## config.mk

```make
export PLATFORM = sky130hd
export DESIGN_NAME = fm_slot_sequencer
export DESIGN_NICKNAME = d
export VERILOG_FILES = /design/src/rtl/fm_pkg.sv /design/src/rtl/fm_lfo_div.sv /design/src/rtl/fm_slot_sequencer.sv
export SDC_FILE = /design/constraint.sdc
export NUM_CORES = 1
export LEC_CHECK = 0
export CAP_MARGIN = 40
export CORE_ASPECT_RATIO = 1.75
export CORE_MARGIN = 1
export CORE_UTILIZATION = 40
export CTS_CLUSTER_SIZE = 10
export DETAILED_ROUTE_END_ITERATION = 10
export PLACE_DENSITY = 0.7
export SYNTH_ARGS = -nofsm -noshare
export SYNTH_HDL_FRONTEND = slang
export SYNTH_SLANG_ARGS = --single-unit
```

## constraint.sdc

```tcl
create_clock -name clk -period 1.87 [get_ports clk]
set_input_delay 0.187 -clock clk [delete_from_list [all_inputs] [get_ports clk]]
set_output_delay 0.187 -clock clk [all_outputs]
set_load 0.005 [all_outputs]
```

## src/rtl/fm_pkg.sv

```systemverilog
// Shared FM sizing constants and types used by the slot sequencer and the phase generator.
package fm_pkg;

  localparam int unsigned FM_NUM_OPS = 36;
  localparam int unsigned FM_OP_W    = 6;
  localparam int unsigned FM_VIB_W   = 3;

  typedef logic [FM_OP_W-1:0]  op_idx_t;
  typedef logic [FM_VIB_W-1:0] vib_pos_t;

  typedef enum logic {
    IDLE = 1'b0,
    RUN  = 1'b1
  } seq_state_t;

endpackage

```

## src/rtl/fm_lfo_div.sv

```systemverilog
// Frame-rate divider: counts completed frames and steps the 3-bit vibrato position on each wrap.
module fm_lfo_div
  import fm_pkg::*;
#(
  parameter int unsigned VIB_DIV_LOG2 = 10
) (
  input  logic     clk,
  input  logic     reset_n,
  input  logic     frame_done,
  output vib_pos_t vib_pos
);

  logic [VIB_DIV_LOG2-1:0] cnt_q, cnt_d;
  vib_pos_t                vib_q, vib_d;

  always_comb begin
    cnt_d = cnt_q;
    vib_d = vib_q;
    if (frame_done) begin
      cnt_d = cnt_q + VIB_DIV_LOG2'(1);
      if (&cnt_q) begin
        vib_d = vib_q + vib_pos_t'(1);
      end
    end
  end

  always_ff @(posedge clk or negedge reset_n) begin
    if (!reset_n) begin
      cnt_q <= '0;
      vib_q <= '0;
    end else begin
      cnt_q <= cnt_d;
      vib_q <= vib_d;
    end
  end

  assign vib_pos = vib_q;

endmodule

```

## src/rtl/fm_slot_sequencer.sv

```systemverilog
// Walks the operator slots once per sample frame, issuing commit strobes and phase restarts
// for operators with a pending key-on.
module fm_slot_sequencer
  import fm_pkg::*;
#(
  parameter int unsigned NUM_OPS      = FM_NUM_OPS,
  parameter int unsigned SLOT_CYCLES  = 4,
  parameter int unsigned VIB_DIV_LOG2 = 10
) (
  input  logic     clk,
  input  logic     reset_n,
  input  logic     sample_tick,
  input  logic     keyon_set,
  input  op_idx_t  keyon_op,
  output op_idx_t  op_sel,
  output logic     next,
  output logic     restart,
  output vib_pos_t vib_pos,
  output logic     busy,
  output logic     frame_done,
  output logic     overrun
);

  localparam int unsigned     CYC_W    = (SLOT_CYCLES > 1) ? $clog2(SLOT_CYCLES) : 1;
  localparam logic [CYC_W-1:0] CYC_LAST = CYC_W'(SLOT_CYCLES - 1);
  localparam op_idx_t          OP_LAST  = op_idx_t'(NUM_OPS - 1);

  seq_state_t         state_q, state_d;
  op_idx_t            op_q, op_d;
  logic [CYC_W-1:0]   cyc_q, cyc_d;
  logic [NUM_OPS-1:0] pend_q, pend_d;
  logic               done_q, done_d;
  logic               ovr_q, ovr_d;
  logic               commit;
  logic               key_valid;
  logic               key_hit;
  logic               restart_c;

  always_comb begin
    state_d   = state_q;
    op_d      = op_q;
    cyc_d     = cyc_q;
    pend_d    = pend_q;
    done_d    = 1'b0;
    ovr_d     = ovr_q;
    commit    = (state_q == RUN) && (cyc_q == CYC_LAST);
    key_valid = keyon_set && (32'(keyon_op) < NUM_OPS);
    key_hit   = keyon_set && (keyon_op == op_q);
    restart_c = commit && (pend_q[op_q] || key_hit);

    // Clear after set so a same-cycle key-on on the committing slot is consumed by this restart.
    if (key_valid) pend_d[keyon_op] = 1'b1;
    if (commit)    pend_d[op_q]     = 1'b0;

    unique case (state_q)
      IDLE: begin
        // The frame_done clock still counts as the tail of the previous frame.
        if (sample_tick && !done_q) begin
          state_d = RUN;
          op_d    = '0;
          cyc_d   = '0;
        end
      end
      RUN: begin
        if (sample_tick) ovr_d = 1'b1;
        if (commit) begin
          cyc_d = '0;
          if (op_q == OP_LAST) begin
            state_d = IDLE;
            done_d  = 1'b1;
          end else begin
            op_d = op_q + op_idx_t'(1);
          end
        end else begin
          cyc_d = cyc_q + CYC_W'(1);
        end
      end
      default: state_d = IDLE;
    endcase
  end

  always_ff @(posedge clk or negedge reset_n) begin
    if (!reset_n) begin
      state_q <= IDLE;
      op_q    <= '0;
      cyc_q   <= '0;
      pend_q  <= '0;
      done_q  <= 1'b0;
      ovr_q   <= 1'b0;
    end else begin
      state_q <= state_d;
      op_q    <= op_d;
      cyc_q   <= cyc_d;
      pend_q  <= pend_d;
      done_q  <= done_d;
      ovr_q   <= ovr_d;
    end
  end

  fm_lfo_div #(
    .VIB_DIV_LOG2(VIB_DIV_LOG2)
  ) u_lfo_div (
    .clk        (clk),
    .reset_n    (reset_n),
    .frame_done (done_q),
    .vib_pos    (vib_pos)
  );

  assign op_sel     = op_q;
  assign next       = commit;
  assign restart    = restart_c;
  assign busy       = (state_q == RUN);
  assign frame_done = done_q;
  assign overrun    = ovr_q;

endmodule

```

==> qor.csv <==
metric,value,unit
startpoint types,flop,
sequential element share of the synthesized area,48.0,%
"Net Count, Synth",327,
setup violators final,1,
actual slew at the worst max-slew pin,0.435,ns
CTS tree,built,
row count,42,
critical path capture point type,output port,
Final Worst Setup Slack,-0.260,ns
slowest CP cell,dfrtp_2,
"commonest non-fill, non-tap cell in the layout",a21oi_1,
failing checks,negative setup slack,
R2R Path Start,busy,
ANT cells,0,
"commonest non-fill, non-tap cells in the layout","a21oi_1, dfrtp_1, buf_4",
worst-path fanout max,5,
Reg2Reg Setup Slack,0.19,ns
Skew-Pair Late Insertion Delay,0.33,ns
mapped cell area,0.00313,mm^2
largest net degree at the start of global routing,61,
FILL cells,664,
CTS sink cnt,60,
DP HPWL,6.66,mm
Starting DRT DRC Count,214,
Boundary Pins,24,
pre-CTS setup slack,-0.322,ns
Peak Freq,0.470,GHz
crit-path cells,or3b_1 -> a21oi_2 -> a2111oi_2 -> or3_1 -> o211ai_2 -> buf_2,
syn avg cell area,9.99,um^2
Total GRT Usage,24.1,%
Synth Warn #,0,
gr ovfl total,0,
post-synth top area share,48.0,%
antenna violations before repair,0,
die area,0.00819,mm^2
Placed Area,0.00381,mm^2
CP endpoint,restart,
arrival time worst endpoint,1.94,ns
Root Buffer,clkbuf_16,
Remaining DRCs,0,
first-pass GRT wire length,14.0,mm
Setup TNS Final,-0.260,ns
critical path type,reg -> out,
status,"complete, but fails checks",
post-synth cell types,55,
via count,2724,
Crit. Startpoint,op_sel[1],
worst r2r path cells,6,
fin. max-slew vios,0,
vias in the first global route,2776,
Initial Util,41.3,%
layout cells sized above 1,25.7,%
TritonCTS buffer count,9,
Via density,5.66,
htree depth,3,
Nets,402,
Hold/Removal Path Class,in -> async,
CTS max path bufs,2,
post-route ant nets,0,
postcts setup bufs,0,
register area,0.00150,mm^2
port bufs,23,
WL/cell,18.4,um
final core area utilization,55.3,%
RSZ-0062 raised after global routing,yes,
final hold viol count,0,
final wirelength,8.86,mm
Die Span Y,119,um
1st-pass router iterations,4,
cell area after layout,0.00418,mm^2
Reg-to-Reg End,op_sel[5],
Area growth syn-to-layout,33.7,%
count of state elements after synthesis,60,
WP data required,1.68,ns
Tmin final,2.13,ns
fin crit share,114,%
maximum vdd drop,0.544,mV
"EDFF count, synth",0,
largest area contributor in the netlist,dfrtp_1,
ys async rst share,100,%
Slew HR,70.6,%
area of the multi-input gates,0.00152,mm^2
GP Congestion,0.940,
leading post-synthesis cells by cell area,"dfrtp_1, a21oi_1, xnor2_1, xor2_1, nand2_1",
Die Span X,68.8,um
"Reg clk slew, reported paths",0.05,ns
cells after synthesis,313,
maxcap violations,0,
Clock Skews,0.00801,ns
PD cells,864,mW/mm^2
Core Footprint,0.00757,mm^2
slowest cell delay on critical path,0.44,ns
P_leak,1.91,nW
Synth Flop Type,dfrtp_1,
## metal layers
metal	up-vias	GRT usage [%]	share of wire (%)
li1	1281	-	-
met1	1312	25.7	37
met2	94	39.2	53
met3	37	5.75	4.3
met4	0	18.1	6.2
met5	-	0	0
## cells by family (layout without fill, tap and decap cells)
family | count (synthesis) | count (layout) | synth area share (%)
and+or+nand+nor | 90 | 90 | 17.0
muxes | 10 | 10 | 3.84
adders and majority gates | 4 | 4 | 1.60
xor gates and xnor gates | 21 | 21 | 5.88
DFF | 60 | 60 | 48.0
AOI/OAI and AO/OA | 101 | 101 | 18.9
buffers and inverters | 27 | 107 | 4.80
## sequential cells by signal (all words and copies together) (netlist names)
name	flops
u_lfo_div.vib_pos	3
frame_done	1
cyc_q	2
busy	1
overrun	1
pend_q	36
op_sel	6
u_lfo_div.cnt_q	10
## where the power goes
part | internal, mW | switching [mW]
registers | 1.43 | 0.0963
logic | 0.166 | 0.183
clock network | 1.16 | 0.581
total | 2.76 | 0.860
## through the flow
step / std cells / total power [mW] / hold WS [ns]
final: 481 / 3.61 / 0.391
after detailed placement: 464 / 1.87 / 0.215
after global routing: 481 / 3.75 / 0.435
after floorplan: 313 / 1.70 / -0.109
after CTS: 481 / 3.64 / 0.397
after global placement: 464 / 1.86 / 0.211
## worst min-delay path by stage
stage,endpoint,cells after the start
global placement,u_lfo_div.vib_pos[2],2
finish,u_lfo_div.vib_pos[2],3
detailed placement,u_lfo_div.cnt_q[3],2
floorplan,busy,0
global route,u_lfo_div.cnt_q[3],3
CTS,u_lfo_div.cnt_q[3],3
## final cells by class
class / instances / share of cell area [%]
clock buffer: 10 / 5.48
clock inverter: 6 / 2.12
inverter: 8 / 0.718
multi-input combinational: 226 / 36.3
sequential: 60 / 35.9
tap: 88 / 2.63
timing repair buffer: 83 / 16.8
## critical path: cells and delay by family, from the launching register on
family	cells	cell delay, ns
simple gates	2	0.76
compound gates	3	0.28
buf+inv	1	0.13
flops	1	0.44
## synthesized netlist by cell type, types with 2 or more instances
master	count
nand2_1	19
inv_1	8
a21oi_1	72
xnor2_1	12
o21ai_0	6
nor2_2	2
nor4_2	2
and3b_1	2
nor2_1	19
xor2_1	9
nand3_1	7
mux2_2	2
buf_4	4
mux2i_1	6
a311oi_1	2
nor3b_1	5
and3_1	6
o31ai_1	3
o2bb2ai_1	2
buf_2	3
buf_6	4
nand4_1	4
ha_1	4
nor3_1	5
nor2b_1	3
or3b_1	2
dfrtp_1	60
a41oi_1	2
nand2b_1	3
a31oi_1	2
clkbuf_1	8
a221oi_1	2
## repair_timing
| item | CTS | global route |
|---|---|---|
| pin swaps | 7 | 3 |
| endpoints found under the setup margin | 2 | 1 |
| gates cloned | 0 | 0 |
| hold buffers | 1 | 0 |
| resized for setup | 13 | 6 |
| hold endpoints to repair | 60 | 0 |
Note: power is estimated with default switching activity, not from simulation.
